$ cat config.mk
export PLATFORM = sky130hd
export DESIGN_NAME = fifo_wr_arbiter
export DESIGN_NICKNAME = d
export VERILOG_FILES = /design/src/rtl/fifo_arb_pkg.sv /design/src/rtl/rr_pick.sv /design/src/rtl/fifo_wr_arbiter.sv
export SDC_FILE = /design/constraint.sdc
export NUM_CORES = 1
export LEC_CHECK = 0
export BUFFER_PORTS_ARGS = -buffer_cell sky130_fd_sc_hd__buf_2
export CORE_MARGIN = 2
export CORE_UTILIZATION = 40
export CTS_CLUSTER_DIAMETER = 150
export DETAILED_ROUTE_END_ITERATION = 8
export PLACE_DENSITY = 0.74
export SYNTH_ARGS = -nofsm -noshare
export SYNTH_HDL_FRONTEND = slang
export SYNTH_SLANG_ARGS = --single-unit
$ cat constraint.sdc
create_clock -name wclk -period 2.02 [get_ports wclk]
set_input_delay 0.101 -clock wclk [delete_from_list [all_inputs] [get_ports wclk]]
set_output_delay 0.101 -clock wclk [all_outputs]
set_load 0.05 [all_outputs]
$ cat src/rtl/fifo_arb_pkg.sv
// ----------------------------------------------------------------------------
// fifo_arb_pkg : shared types and default sizing for the FIFO write arbiter
// Rev 1.0
// ----------------------------------------------------------------------------
`default_nettype none

package fifo_arb_pkg;

   typedef enum logic [0:0] {
      IDLE  = 1'b0,
      GRANT = 1'b1
   } arb_state_t;

   localparam int DEF_DSIZE     = 8;
   localparam int DEF_NREQ      = 4;
   localparam int DEF_MAX_BURST = 4;
   localparam int STAT_W        = 16;

endpackage

`default_nettype wire

$ cat src/rtl/rr_pick.sv
// ----------------------------------------------------------------------------
// rr_pick : combinational round-robin winner search starting after base
// Rev 1.0
// ----------------------------------------------------------------------------
`default_nettype none

module rr_pick
   import fifo_arb_pkg::*;
#(
   parameter int NREQ = DEF_NREQ
)(
   input  logic [NREQ-1:0]         req,
   input  logic [$clog2(NREQ)-1:0] base,
   input  logic [NREQ-1:0]         excl,
   output logic [$clog2(NREQ)-1:0] idx,
   output logic                    valid
);

   localparam int IDX_W = $clog2(NREQ);

   // Walk from the farthest candidate back to the nearest so the closest
   // eligible requester after base is the last (winning) assignment.
   always_comb begin
      idx   = '0;
      valid = 1'b0;
      for (int k = NREQ; k >= 1; k--) begin
         if (req[(int'(base) + k) % NREQ] && !excl[(int'(base) + k) % NREQ]) begin
            idx   = IDX_W'((int'(base) + k) % NREQ);
            valid = 1'b1;
         end
      end
   end

endmodule

`default_nettype wire

$ cat src/rtl/fifo_wr_arbiter.sv
// ----------------------------------------------------------------------------
// fifo_wr_arbiter : round-robin burst arbiter for a shared FIFO write port
// Optional per-requester ack counters with FIFO_WR_ARB_STATS_EN.  Rev 1.0
// ----------------------------------------------------------------------------
`default_nettype none

module fifo_wr_arbiter
   import fifo_arb_pkg::*;
#(
   parameter int DSIZE     = DEF_DSIZE,
   parameter int NREQ      = DEF_NREQ,
   parameter int MAX_BURST = DEF_MAX_BURST
)(
   input  logic                  wclk,
   input  logic                  wrst_n,
   input  logic [NREQ-1:0]       req,
   input  logic [NREQ*DSIZE-1:0] req_data,
   input  logic                  wfull,
   output logic [NREQ-1:0]       gnt,
   output logic [NREQ-1:0]       ack,
   output logic                  winc,
   output logic [DSIZE-1:0]      wdata,
   output logic                  busy
`ifdef FIFO_WR_ARB_STATS_EN
   ,
   output logic [NREQ*STAT_W-1:0] stat_cnt
`endif
);

   localparam int IDX_W = $clog2(NREQ);
   localparam int CNT_W = $clog2(MAX_BURST + 1);

   arb_state_t       state;
   logic [IDX_W-1:0] owner;
   logic [IDX_W-1:0] last_owner;
   logic [CNT_W-1:0] burst_cnt;

   logic [IDX_W-1:0] pick_base;
   logic [NREQ-1:0]  pick_excl;
   logic [IDX_W-1:0] pick_idx;
   logic             pick_vld;
   logic             wr_ok;
   logic             rel;

   assign wr_ok = ~wfull & wrst_n;
   assign ack   = gnt & req & {NREQ{wr_ok}};
   assign winc  = |ack;
   assign busy  = (state == GRANT);

   always_comb begin
      wdata = '0;
      if ((|gnt) && wrst_n)
         wdata = req_data[int'(owner)*DSIZE +: DSIZE];
   end

   // Release when the owner lets go, or its last allowed word is written now.
   assign rel = busy && (!req[owner] ||
                         (winc && burst_cnt == CNT_W'(MAX_BURST - 1)));

   // In GRANT the search starts after the current owner (the last_owner value
   // taking effect at this edge) and skips it; the owner is the fallback.
   assign pick_base = busy ? owner : last_owner;
   assign pick_excl = busy ? (NREQ'(1) << owner) : '0;

   rr_pick #(
      .NREQ  (NREQ)
   ) u_rr_pick (
      .req   (req),
      .base  (pick_base),
      .excl  (pick_excl),
      .idx   (pick_idx),
      .valid (pick_vld)
   );

   always_ff @(posedge wclk) begin
      if (!wrst_n) begin
         state      <= IDLE;
         gnt        <= '0;
         owner      <= '0;
         last_owner <= IDX_W'(NREQ - 1);
         burst_cnt  <= '0;
      end else begin
         case (state)
            IDLE: begin
               if (pick_vld) begin
                  state     <= GRANT;
                  owner     <= pick_idx;
                  gnt       <= NREQ'(1) << pick_idx;
                  burst_cnt <= '0;
               end
            end
            GRANT: begin
               if (rel) begin
                  last_owner <= owner;
                  burst_cnt  <= '0;
                  if (pick_vld) begin
                     owner <= pick_idx;
                     gnt   <= NREQ'(1) << pick_idx;
                  end else if (!req[owner]) begin
                     state <= IDLE;
                     gnt   <= '0;
                  end
               end else if (winc) begin
                  burst_cnt <= burst_cnt + CNT_W'(1);
               end
            end
         endcase
      end
   end

`ifdef FIFO_WR_ARB_STATS_EN
   generate
      for (genvar i = 0; i < NREQ; i++) begin : g_stat
         logic [STAT_W-1:0] cnt;
         always_ff @(posedge wclk) begin
            if (!wrst_n)
               cnt <= '0;
            else if (ack[i] && cnt != '1)
               cnt <= cnt + STAT_W'(1);
         end
         assign stat_cnt[i*STAT_W +: STAT_W] = cnt;
      end
   endgenerate
`endif

endmodule

`default_nettype wire

==> results.cfg, run 1 <==
[global_routing]
grt-ovfl-total = 0
antenna_found_initial = 0
grt_pass1_vias = 1228
grt_max_degree = 16
grt_pass1_wl_mm = 5.285
grt.total_usage_pct = 19.65

[timing]
tightestPinTransition_ps = 454.5
finalHoldViolations = 0
fin_crit_ps = 2003
slew_violations = 0
post-route-period-util_pct = 99.14
setup_violations = 0
fmax_mhz = 499.3
max_slew_margin_pct = 69.63
rsz0062_at_grt = yes
finClkSkew_ps = 2.658
setup_ws_ps = 17.39
tns_ps = 0

[synthesis]
ys_seq_area_share_pct = 20.27
syn_inst = 132
synth_fa_ha_area_share_pct = 2.112
ys_ff_latch = 12
synth-simple-area-share_pct = 22.49
synth-edff-count = 0
yosysWarnings = 0
ys_types = 41
synthesis.area_um2 = 1185
syn_nets = 173
synthMuxAreaShare_pct = 27.03
synth-xor-area-share_pct = 1.478
syn_area_per_cell_um2 = 8.976
async_reset_ff_share_pct = 0
synth_top_family_by_area = multiplexers
synth_ff_type = dfxtp_1
synth_compound_area_share_pct = 21.65

[critical_path]
reg2reg_slack_ps = 20
crit_required_ps = 2220
start_kind = flip-flop
timing.rr.start = busy
critPathMaxFanout = 7
r2r_end = gnt[3]
critPathCaptureType = flip-flop
ff2ff_path_depth = 6
worstPathArrival_ps = 2210
critical_path_class = flip-flop to flip-flop
cp_slowest_cell = mux2_2
path_cells = mux2i_4 -> mux2_2 -> o31a_1 -> o2bb2ai_2 -> and4_4 -> o2bb2ai_1
critPathMaxStageDelay_ps = 380

[clock_network]
cts_buffers = 3
clock-sinks = 12
cts_tree = done
ctsRootBufferMaster = clkbuf_4
path_clk_slew_ps = 80
clock_latency_ps = 270
cts_hold_buffers = 0
htreeDepth = 1
cts_buffer_depth = 2

[routing]
drt_iter0_markers = 45
drc_errors = 0
viasPerCell = 5.633
wl_per_cell_um = 15.19
drtAntennaViolNets = 0
totalWireLength_mm = 3.357
dr.pass1.iters = 4
vias = 1245

[floorplan]
rows = 19
start_util_pct = 42.60
dieArea_um2 = 3413
core_region_area_um2 = 2781
die_h_um = 58.43
die_w_um = 58.43
num_io_pins = 57

[cells_and_area]
nets = 232
insertedDiodeCount = 0
n_fill_cell = 244
syn_to_final_growth_pct = 34.85
drive_above_1_share_pct = 50.00
instances_no_fill = 221

[power_and_ir_drop]
ir_drop_v = 0.0006658
seq_power_share_pct = 22.6
power_density_nw_per_um2 = 992.9
power.leakage_uw = 0.0007107
pwr-share-comb_pct = 65.4
p_clk_share_pct = 12.0
p_sw_uw = 749.8
intPower_uw = 836.6
finalPower_uw = 1586
switching_share_pct = 47.26

[place]
post-place-ws_ps = 62.54
dp.cells = 217
globalplace.congestion = 0.8438
hpwl_mm = 2.680
portBuffers = 56

[min_path]
min_path_type = input pin to flip-flop
hold_end = last_owner[0]
holdPathStages = 2
min_from = wrst_n

[outcome]
status = finished, final reports clean

[job]
max_cap_viol_count = 0
state kept, by name, summed over array words and instances, names as in the netlist:
name,cells
burst_cnt,3
gnt,4
busy,1
owner,2
last_owner,2
routing by layer:
metal  GRT usage, %  up-vias  wire length (um)
li1               -      608                 -
met1          21.76      576              1339
met2          37.88       61              1705
met3          4.835        0               312
met4          3.322        0                 0
met5              0        -                 0
synth_stat cells, types with 2 or more instances:
cell type   n  share of area (%)
or3_1       3                1.6
dfxtp_1    12                 20
mux2_2      4                3.8
nor3b_1     2                1.3
o21ai_0     5                2.1
buf_2       2               0.84
o22ai_1     2                1.1
o2bb2ai_1   3                2.2
inv_1       5                1.6
mux2i_1     5                4.2
a21oi_1     8                3.4
nand2_1    13                4.1
ha_1        2                2.1
mux4_2      9                 17
a2bb2o_4    2                3.4
xor2_1      2                1.5
nor2b_1     8                4.2
nor2_1     10                3.2
nand2b_1    4                2.1
clkbuf_1    6                1.9
nand3_1     5                2.1
worst max-delay path by stage:
stage / end / start / cells past startpoint
after floorplan: gnt[2] / busy / 7
after global placement: gnt[3] / busy / 6
after detailed placement: burst_cnt[1] / owner[0] / 6
after CTS: wdata[0] / owner[0] / 4
after global routing: gnt[3] / busy / 6
final: gnt[3] / busy / 6
per-stage QoR:
stage / hold WS (ps) / utilization (%) / instance area (um2)
finish: 97.19 / 57.44 / 1598
global route: 94.70 / 57.44 / 1598
CTS: 99.36 / 56.32 / 1567
global placement: 374.2 / 55.02 / 1530
detailed placement: 382.2 / 55.02 / 1530
floorplan: 367.4 / - / 1202
worst max-delay path: cells and delay by family (launching register included):
kind               cells  cell delay [ps]
AOI/OAI and AO/OA      3              600
DFF                    1              360
muxes                  2              710
and+or+nand+nor        1              280
layout by cell type (no fill, tap or decap), drive strengths merged, types with 3 or more instances in the layout:
cell / n
nor2: 10
o21ai: 7
or3: 3
a21oi: 8
mux2i: 6
clkbuf: 4
nand3: 5
inv: 5
nand2b: 4
nor2b: 8
mux2: 4
nand2: 14
dfxtp: 12
buf: 63
mux4: 9
o2bb2ai: 3
what timing repair did:
item	CTS	global route
endpoints found under the setup margin	0	15
buffers inserted	0	0
resized for setup	0	6
logic make-up after synthesis:
group / count (synthesis)
AOI/OAI and AO/OA: 32
DFF: 12
buffers and inverters: 14
xor gates and xnor gates: 2
and+or+nand+nor: 51
muxes: 19
adders and majority gates: 2
cell type report:
class                   count  area, um2  share of cell area [%]
clock buffers               4      36.28                   2.271
multi-input cells         106      924.6                   57.87
flip-flops and latches     12      246.5                   15.43
repair buffers             63      332.8                   20.83
inverters                   5      18.77                   1.175
well taps                  31      38.79                   2.428
power groups by stage:
stage	combinational (uW)	sequential (uW)	clock, uW
floorplan	718	408	0
global placement	983	355	0
detailed placement	1010	358	0
CTS	1010	353	192
global route	1110	367	212
finish	1040	359	191
(Power assumes the default switching activity.)
==> run 2: changes to the inputs <==
Settings changed: SETUP_SLACK_MARGIN set to 0.05.
==> results.cfg, run 2 (synthesis gave the netlist of run 1 again) <==
[critical_path]
cp_top_family = multiplexers
cp_num_buf_inv = 0
r2r_end = gnt[3]
timing.rr.start = busy
ff2ff_path_depth = 6
critPathCaptureType = flip-flop
start_kind = flip-flop
critical_path_class = flip-flop to flip-flop
path_cells = mux2i_4 -> mux2_2 -> o31a_1 -> o2bb2ai_2 -> and4_4 -> o2bb2ai_1
critPathMaxStageDelay_ps = 370
critPathMaxFanout = 7
cp_slowest_cell = dfxtp_4
reg2reg_slack_ps = 40
worstPathArrival_ps = 2180
crit_required_ps = 2230

[floorplan]
die_w_um = 58.43
core_region_area_um2 = 2781
die_h_um = 58.43
num_io_pins = 57
dieArea_um2 = 3413
rows = 19
start_util_pct = 42.60

[clock_network]
clock-sinks = 12
htreeDepth = 1
clock_latency_ps = 280
path_clk_slew_ps = 80
cts_buffers = 3
cts_tree = done
cts_setup_buffers = 0
cts_buffer_depth = 2
ctsRootBufferMaster = clkbuf_4

[timing]
slew_violations = 0
setup_violations = 0
fmax_mhz = 505.2
setup_ws_ps = 40.70
finClkSkew_ps = 10.64
max_slew_margin_pct = 69.25
finalHoldViolations = 0
rsz0062_at_grt = yes
fin_crit_ps = 1979
post-route-period-util_pct = 97.99
tightestPinTransition_ps = 460.3

[routing]
drc_errors = 0
wl_per_cell_um = 15.63
dr.pass1.iters = 4
drtAntennaViolNets = 0
totalWireLength_mm = 3.455
viasPerCell = 5.837
drt_iter0_markers = 28
vias = 1290

[global_routing]
antenna_found_initial = 0
grt_max_degree = 16
grt.total_usage_pct = 20.65
grt_pass1_wl_mm = 5.416
grt_pass1_vias = 1217
grt-ovfl-total = 0

[min_path]
hold_end = last_owner[0]
holdPathStages = 2
min_path_type = input pin to flip-flop
min_from = wrst_n

[power_and_ir_drop]
power_density_nw_per_um2 = 1000
power.leakage_uw = 0.0007117
ir_drop_v = 0.0006331

[place]
post-place-ws_ps = 71.53
globalplace.congestion = 0.8436
hpwl_mm = 2.660
portBuffers = 56
dp.cells = 217

[cells_and_area]
nets = 232
drive_above_1_share_pct = 50.00
syn_to_final_growth_pct = 35.16
largest_reg_flops = 4
insertedDiodeCount = 0
final_common_cell = buf_2
reg_top3 = gnt (4), burst_cnt (3)
layout_common_cells = buf_2 (56), nand2_1 (13), nor2_1 (10)
regMostFlops = gnt
n_fill_cell = 253
instances_no_fill = 221

[job]
max_cap_viol_count = 0

[outcome]
status = finished, final reports clean
-- run 2: cell counts in the layout (fill, tap and decap cells not counted) --
Identical to the previous run, type by type.
-- run 2: how the worst max path moves through the flow --
stage,from,end,depth (start not counted)
final,busy,gnt[3],6
after global routing,busy,burst_cnt[1],6
after detailed placement,busy,gnt[0],6
after CTS,busy,gnt[1],6
after floorplan,busy,gnt[2],7
after global placement,busy,gnt[3],6
-- run 2: worst register-to-register path, cell delays in order (launching register included) --
cell and delay (ps):
dfxtp_4 370, mux2i_4 330, mux2_2 380, o31a_1 250, o2bb2ai_2 210, and4_4 270, o2bb2ai_1 110
-- run 2: layout make-up --
type	instances	area [um2]	share of cell area (%)
Multi-Input combinational cell	106	924.6	57.73
Clock buffer	4	36.28	2.266
Sequential cell	12	246.5	15.39
Timing Repair Buffer	63	336.6	21.02
Inverter	5	18.77	1.172
Tap cell	31	38.79	2.422
-- run 2: repair_timing --
item / in CTS / in global routing
endpoints found under the setup margin: 10 / 11
endpoints found under the hold margin: 0 / 0
hold buffers: 0 / 0
pin swaps: 1 / 2
gates resized for setup: 2 / 5
-- run 2: layer usage --
layer  routed length, um  share of wire, %  GRT usage, %
met1                1342                39         22.25
met3                 306               8.9         4.176
met2                1738                50         39.33
met4                  67               1.9         7.309
met5                   0                 0             0
-- run 2: stage by stage --
step / cell area [um2] / setup TNS (ps) / total power [uW] / hold slack (ps) / util, %
after floorplan: 1202 / -263.4 / 1126 / 367.4 / -
after global placement: 1530 / 0 / 1338 / 374.2 / 55.02
after detailed placement: 1530 / 0 / 1367 / 380.7 / 55.02
after CTS: 1575 / 0 / 1571 / 87.54 / 56.64
after global routing: 1602 / -120.4 / 1690 / 97.90 / 57.58
final: 1602 / 0 / 1602 / 87.93 / 57.58
-- run 2: power breakdown --
part / total, uW / internal (uW) / switching (uW)
Combinational: 1050 / 445 / 601
Clock: 195 / 110 / 85.0
Sequential: 361 / 286 / 75.1
==> run 3: changes to the inputs <==
Settings changed: CELL_PAD_IN_SITES_DETAIL_PLACEMENT set to 1, CELL_PAD_IN_SITES_GLOBAL_PLACEMENT set to 2, CORE_UTILIZATION 40 to 23, PLACE_DENSITY 0.74 to unset, PLACE_DENSITY_LB_ADDON set to 0.1.
==> results.cfg, run 3 (synthesis gave the netlist of run 1 again) <==
[clock_network]
cts_buffer_depth = 2
cts_setup_buffers = 0
clock-sinks = 12
clock_latency_ps = 240
path_clk_slew_ps = 60
htreeDepth = 1
cts_buffers = 3
cts_tree = done
ctsRootBufferMaster = clkbuf_8

[floorplan]
start_util_pct = 23.50
num_io_pins = 57
dieArea_um2 = 5742
core_region_area_um2 = 5042
die_h_um = 75.78
rows = 26
die_w_um = 75.78

[cells_and_area]
largest_reg_flops = 4
layout_common_cells = buf_2 (56), buf_4 (15), nand2_1 (13)
nets = 241
final_core_util_pct = 35.14
drive_above_1_share_pct = 52.76
insertedDiodeCount = 0
syn_to_final_growth_pct = 49.52
instances_no_fill = 269
final_common_cell = buf_2
regMostFlops = gnt
reg_top3 = gnt (4), burst_cnt (3)

[critical_path]
cp_slowest_cell = dfxtp_4
timing.rr.start = busy
critPathCaptureType = flip-flop
r2r_end = gnt[0]
reg2reg_slack_ps = 40
ff2ff_path_depth = 7
cp_top_family = multiplexers
critPathMaxStageDelay_ps = 360
crit_required_ps = 2200
worstPathArrival_ps = 2160
start_kind = flip-flop
critical_path_class = flip-flop to flip-flop
cp_num_buf_inv = 1
critPathMaxFanout = 7
path_cells = mux2i_4 -> mux2_4 -> a221oi_4 -> buf_4 -> a21bo_4 -> nand3_1 -> a2bb2o_4

[global_routing]
grt_pass1_vias = 1294
grt-ovfl-total = 0
grt_max_degree = 16
use_met1_pct = 18.24
grt.total_usage_pct = 14.74
antenna_found_initial = 0
grt_util_met2_pct = 26.72
grt_busiest_layer = met2
use_met3_pct = 2.910
grt_pass1_wl_mm = 6.389

[routing]
totalWireLength_mm = 4.177
dr.pass1.iters = 4
drtAntennaViolNets = 0
wl_per_cell_um = 15.53
drt_iter0_markers = 23
drc_errors = 0
vias = 1306
viasPerCell = 4.855

[timing]
post-route-period-util_pct = 97.99
finClkSkew_ps = 6.216
max_slew_margin_pct = 66.55
tightestPinTransition_ps = 495.3
fmax_mhz = 505.2
setup_ws_ps = 40.61
finalHoldViolations = 0
rsz0062_at_grt = yes
setup_violations = 0
slew_violations = 0
fin_crit_ps = 1979

[place]
globalplace.congestion = 0.8773
hpwl_mm = 3.402
dp.cells = 266
post-place-ws_ps = -29.14
portBuffers = 56

[power_and_ir_drop]
power.leakage_uw = 0.0007813
power_density_nw_per_um2 = 995.4
ir_drop_v = 0.0003642

[min_path]
min_from = wrst_n
min_path_type = input pin to flip-flop
hold_end = last_owner[0]
holdPathStages = 3

[outcome]
status = finished, final reports clean

[job]
max_cap_viol_count = 0
[run 3: changes by cell type in the layout (fill, tap and decap cells not counted), moves of 2 or more]
| cell | delta |
|---|---|
| dfxtp_1 | +2 |
| clkbuf_8 | +2 |
| nor3b_2 | +2 |
| dfxtp_2 | -2 |
| buf_4 | +9 |
| clkbuf_4 | -3 |
| nor3b_1 | -2 |
[run 3: area by class of cell]
| cell class | count | area (um2) |
|---|---|---|
| clock buffers | 4 | 45.04 |
| inverters | 5 | 18.77 |
| repair buffers | 72 | 407.9 |
| flip-flops and latches | 12 | 244.0 |
| multi-input cells | 106 | 968.4 |
| fillers | 609 | 3271 |
| well taps | 70 | 87.58 |
[run 3: where the power goes]
group	switching, uW	leakage (uW)	internal, uW
Clock	88.0	0.0000228	139
Sequential	53.8	0.0000990	284
Combinational	670	0.000660	529
[run 3: worst reg2reg max path: stages, from the launching register on]
cell and delay [ps]:
dfxtp_4 360, mux2i_4 330, mux2_4 350, a221oi_4 270, buf_4 170, a21bo_4 150, nand3_1 100, a2bb2o_4 200
[run 3: what timing repair did]
item / in CTS / in global routing
resized for setup: 4 / 10
pin swaps: 3 / 5
setup endpoints to repair: 15 / 20
hold buffers: 0 / 0
[run 3: how the worst max path moves through the flow]
stage | startpoint | endpoint | cells past startpoint
final | busy | gnt[0] | 7
after global routing | busy | gnt[0] | 7
after CTS | busy | burst_cnt[0] | 6
after detailed placement | busy | gnt[0] | 7
after global placement | busy | gnt[0] | 7
after floorplan | busy | gnt[2] | 7
[run 3: layer usage]
metal,up-vias,part of all wire (%)
li1,631,-
met1,622,42
met2,51,50
met3,2,7.5
met4,0,0.43
met5,-,0
[run 3: stage by stage]
step                power (uW)  cell area, um2  hold WS, ps  TNS (ps)
finish                    1764            1772        248.4         0
global route              1881            1772        270.6    -209.4
CTS                       1737            1720        256.8         0
detailed placement        1477            1654        465.1    -29.14
global placement          1459            1654        444.3         0
floorplan                 1126            1202        367.4    -263.4
